==> config.mk <==
export PLATFORM = sky130hd
export DESIGN_NAME = decode_sel_scheduler
export DESIGN_NICKNAME = d
export VERILOG_FILES = /design/src/rtl/decode_sel_scheduler.sv
export SDC_FILE = /design/constraint.sdc
export NUM_CORES = 1
export LEC_CHECK = 0
export CORE_MARGIN = 2
export CORE_UTILIZATION = 40
export CTS_CLUSTER_SIZE = 28
export DETAILED_ROUTE_END_ITERATION = 6
export MAX_ROUTING_LAYER = met4
export PLACE_DENSITY = 0.68
export SLEW_MARGIN = 20
export SYNTH_ARGS = -nofsm -noshare
export SYNTH_HDL_FRONTEND = slang
export SYNTH_SLANG_ARGS = --single-unit
export TNS_END_PERCENT = 10
==> constraint.sdc <==
create_clock -name clk -period 6.5 [get_ports clk]
set_clock_uncertainty 0.1 [all_clocks]
set_input_delay 1.625 -clock clk [delete_from_list [all_inputs] [get_ports clk]]
set_output_delay 1.625 -clock clk [all_outputs]
set_load 0.005 [all_outputs]
==> src/rtl/decode_sel_scheduler.sv <==
// Round-robin scheduler driving the 3-bit select of an 8-output decoder.
// One grant at a time, sel held stable, break-before-make dead time between grants.
module decode_sel_scheduler #(
  parameter int unsigned MAX_HOLD   = 16,
  parameter int unsigned GAP_CYCLES = 1
) (
  input  logic       clk,
  input  logic       rst,
  input  logic [7:0] req,
  input  logic       done,
  output logic [2:0] sel,
  output logic       sel_valid,
  output logic       timeout
);

  typedef enum logic [1:0] {
    IDLE  = 2'd0,
    GRANT = 2'd1,
    GAP   = 2'd2
  } state_t;

  state_t      r_state;
  logic [2:0]  r_sel;
  logic        r_sel_valid;
  logic        r_timeout;
  logic [2:0]  r_ptr;
  logic [15:0] r_hold_cnt;
  logic [3:0]  r_gap_cnt;

  logic [2:0]  w_winner;
  logic        w_found;
  logic        w_req_sel;
  logic        w_hold_hit;

  // Scan from lowest to highest priority so the last match (ptr+1 side) wins.
  always_comb begin
    logic [2:0] idx;
    w_winner = r_ptr;
    w_found  = 1'b0;
    idx      = r_ptr;
    for (int unsigned k = 0; k < 8; k++) begin
      idx = r_ptr + 3'(8 - k);
      if (req[idx]) begin
        w_winner = idx;
        w_found  = 1'b1;
      end
    end
  end

  always_comb begin
    w_req_sel  = req[r_sel];
    w_hold_hit = (MAX_HOLD != 0) && (r_hold_cnt == 16'(MAX_HOLD));
  end

  always_ff @(posedge clk or posedge rst) begin
    if (rst) begin
      r_state     <= IDLE;
      r_sel       <= '0;
      r_sel_valid <= 1'b0;
      r_timeout   <= 1'b0;
      r_ptr       <= 3'd7;
      r_hold_cnt  <= '0;
      r_gap_cnt   <= '0;
    end else begin
      r_timeout <= 1'b0;
      case (r_state)
        IDLE: begin
          r_sel_valid <= 1'b0;
          if (w_found) begin
            r_sel       <= w_winner;
            r_sel_valid <= 1'b1;
            r_ptr       <= w_winner;
            r_hold_cnt  <= 16'd1;
            r_state     <= GRANT;
          end
        end
        GRANT: begin
          if (done || !w_req_sel) begin
            r_sel_valid <= 1'b0;
            r_gap_cnt   <= 4'(GAP_CYCLES - 1);
            r_state     <= GAP;
          end else if (w_hold_hit) begin
            r_sel_valid <= 1'b0;
            r_timeout   <= 1'b1;
            r_gap_cnt   <= 4'(GAP_CYCLES - 1);
            r_state     <= GAP;
          end else if (r_hold_cnt != '1) begin
            r_hold_cnt <= r_hold_cnt + 16'd1;
          end
        end
        GAP: begin
          r_sel_valid <= 1'b0;
          if (r_gap_cnt == '0) begin
            r_state <= IDLE;
          end else begin
            r_gap_cnt <= r_gap_cnt - 4'd1;
          end
        end
        default: begin
          r_state     <= IDLE;
          r_sel_valid <= 1'b0;
        end
      endcase
    end
  end

  assign sel       = r_sel;
  assign sel_valid = r_sel_valid;
  assign timeout   = r_timeout;

endmodule
==> flow_summary_export.csv <==
group,metric,value,unit
route,first_iter_violations,124,
grt,vias_in_the_first_global_route,1745,
clock_tree,cts_hold_buffers,0,
worst_hold_path,hold_path_startpoint,"sel_valid$_DFFE_PP0P_",
floorplan,die_h,82.5,µm
synth,synth.largest_area_cell,"sky130_fd_sc_hd__dfrtp_1",
route,vias_per_cell,5.60,
worst_setup_path,reg2reg_to,"sel[0]$_DFFE_PP0P_",
cells_and_area,fraction_of_final_layout_cells_with_drive_strength_greater_than_1,20.4,%
timing,grt_setup_unrepaired,"no",
worst_setup_path,path_cells,"clkdlybuf4s50_1, mux2i_1, mux2_4, a221oi_4, nor4_4, a211oi_4, buf_4, mux2_2",
synth,synth.net_count,249,
floorplan,placeableCoreArea,0.00592,mm²
worst_setup_path,r2r_start,"r_ptr[0]$_DFFE_PP1P_",
grt,groute.usage.overall,17.3,%
clock_tree,ctsLongestPathBuffers,2,
worst_setup_path,rrSetupSlack,2.60,ns
placement,numPortBuffers,15,
worst_setup_path,critical_path_class,"in -> reg",
status,result_of_the_run,"complete, no violations",
power,vdd_ir_drop_max,0.000412,V
synth,yosysMostFrequentCell,"sky130_fd_sc_hd__dfrtp_1",
timing,report.final.slew_viol_count,0,
floorplan,die_width,82.5,µm
route,postRouteAntennaNets,0,
synth,synth.area.top_cells,"sky130_fd_sc_hd__dfrtp_1 27%, sky130_fd_sc_hd__mux4_2 9.1%, sky130_fd_sc_hd__nor2_4 4.6%",
worst_setup_path,critical_path.slowest_cell,"sky130_fd_sc_hd__clkdlybuf4s50_1",
worst_hold_path,whs_path_cells,2,
placement,globalplace.congestion,0.852,
worst_setup_path,worst-path-buf-inv,2,
synth,ys_seq_area_share,30.6,%
worst_setup_path,cp_max_fo,19,
clock_tree,cts.sink_count,30,
synth,yosys.cell_types.count,56,
clock_tree,clockRootBuffer,"sky130_fd_sc_hd__clkbuf_8",
route,detailroute.via_count,1821,
clock_tree,tritoncts_clock_tree,"built",
grt,grt_antenna_before_repair,0,
power,lkg_pwr,1.08,nW
route,detail_route.drc_violations,0,
timing,max_slew.worst_pin.slew,0.535,ns
clock_tree,htree_levels,2,
placement,detailedPlacementHpwl,3580,µm
synth,synth-seq-cells,30,
clock_tree,clk_latency,0.28,ns
route,drt-wirelength-per-cell,15.1,µm
worst_setup_path,max_stage_delay,0.59,ns
timing,worst_slack,2.37,ns
worst_setup_path,r2r.worst_path.cells,9,
timing,layout_worst_path_cycle_share,63.5,%
clock_tree,numCtsBuffers,5,
clock_tree,ctsResizeCount,0,
worst_setup_path,worstPathArrival,4.19,ns
clock_tree,clkTransAtPathRegs,0.06,ns
timing,hold_violations,0,
worst_hold_path,timing.hold.worst_endpoint,"sel_valid$_DFFE_PP0P_",
timing,max_slew_margin,63.3,%
worst_setup_path,crit_required,6.56,ns
floorplan,design.die.area,0.00680,mm²
floorplan,std_cell_rows,28,
worst_hold_path,hold_class,"reg -> reg",
grt,globalRouteOverflowTotal,0,
cells_and_area,finish.net_count,266,
synth,synth_async_sr_flop_share,100,%
synth,yosys-top-cells-count,"27 x sky130_fd_sc_hd__dfrtp_1, 22 x sky130_fd_sc_hd__nand2_1, 17 x sky130_fd_sc_hd__inv_1",
timing,post-route-min-period,4.13,ns
clock_tree,cts_setup_buffers,0,
placement,placement.setup.worst_slack,2.09,ns
route,detail_route.wirelength,4890,µm
timing,tns,0,ns
power,power_density_normalized_to_cell_area,506,mW/mm²
run,maxCapViolCount,0,
floorplan,initial_standard_cell_utilization_of_the_core,41.6,%
synth,synthDominantCellAreaShare,27.4,%
worst_setup_path,cp.depth,8,
timing,finalSetupViolations,0,
synth,synth-main-ff-cell,"sky130_fd_sc_hd__dfrtp_1",
synth,synth_edf_count,0,
grt,grt_pass1_wl,8470,µm
synth,synth.cell_area,0.00246,mm²
synth,netlist_instances,232,
floorplan,design.portCount,16,
worst_setup_path,endpoint_kind,"flip-flop",
grt,maximum_number_of_pins_on_one_net_before_global_route_repair,31,
worst_setup_path,crit_family,"buffers and inverters",
cells_and_area,antennaDiodeCount,0,
synth,ys_warn_count,0,
synth,post_synth.cell_area_avg,10.6,µm²
worst_setup_path,critical_path.startpoint_type,"input pin",
cells_and_area,area_delta_synth_final,11.0,%
route,first_pass_iters,5,
timing,max_clock_freq,0.242,GHz
## area by class of cell
class / instances / area (µm²)
Timing Repair Buffer: 17 / 165
Inverter: 17 / 63.8
Clock buffer: 8 / 80.1
Multi-Input combinational cell: 178 / 1580
Fill cell: 542 / 3190
Tap cell: 75 / 93.8
Sequential cell: 30 / 754
## stage by stage
| step | std cells | area, µm² | util (%) | hold WS, ns | power, mW |
|---|---|---|---|---|---|
| CTS | 325 | 2730 | 46.2 | 0.393 | 1.39 |
| global placement | 317 | 2650 | 44.8 | 0.367 | 1.22 |
| detailed placement | 317 | 2650 | 44.8 | 0.376 | 1.23 |
| finish | 325 | 2730 | 46.2 | 0.390 | 1.38 |
| global route | 325 | 2730 | 46.2 | 0.417 | 1.50 |
| floorplan | 232 | 2460 | - | 0.371 | 1.09 |
## routing by layer
metal / up-vias / GRT usage (%) / part of all wire [%]
li1: 884 / - / -
met1: 887 / 23.5 / 48
met2: 38 / 24.0 / 44
met3: 12 / 4.67 / 4.6
met4: 0 / 7.67 / 2.9
met5: - / - / 0
## cell usage in the layout, fill, tap and decap left out, drive strengths merged, types with 4 or more instances in the layout
master and count:
dfrtp 27, nor2 24, nand2 22, inv 17, clkdlybuf4s50 15, mux4 11, a21oi 11, xnor2 10
xor2 10, mux2i 8, mux2 8, clkbuf 8, nor4 7, ha 6, o21ai 5, a211oi 5
o211ai 5, a21o 4, nor3 4
## worst max-delay path by stage
| stage | start | endpoint |
|---|---|---|
| finish | req[6] | sel[0]$_DFFE_PP0P_ |
| global route | req[4] | sel[0]$_DFFE_PP0P_ |
| CTS | req[6] | sel[0]$_DFFE_PP0P_ |
| detailed placement | req[6] | sel[0]$_DFFE_PP0P_ |
| global placement | req[6] | sel[0]$_DFFE_PP0P_ |
| floorplan | req[6] | r_state[0]$_DFFE_PP0P_ |
## worst min-delay path, cell delays in order, from the launching register on
cell and delay (ns):
sky130_fd_sc_hd__dfrtp_1 0.35, sky130_fd_sc_hd__nand2_1 0.05, sky130_fd_sc_hd__nand2_1 0.05
## power breakdown
part / switching, mW / internal, mW / leakage (nW)
Clock: 0.0675 / 0.0759 / 0.0395
Sequential: 0.0912 / 0.241 / 0.390
Combinational: 0.491 / 0.418 / 0.651
Total: 0.649 / 0.735 / 1.08
## cells by family after synthesis
logic type / count (synthesis) / share of synthesized area, %
flip-flops: 30 / 30.6
XOR/XNOR: 20 / 7.42
multiplexers: 27 / 17.6
buffers and inverters: 24 / 5.64
AO/OA/AOI/OAI: 43 / 14.6
adder cells (fa/ha/maj): 6 / 3.05
AND/OR/NAND/NOR: 82 / 21.0
## state kept, by name, indices dropped and copies added, names as in the netlist
register    flops
r_hold_cnt     16
r_ptr           3
sel             3
timeout         1
sel_valid       1
r_gap_cnt       4
r_state         2
(Power assumes the default switching activity.)
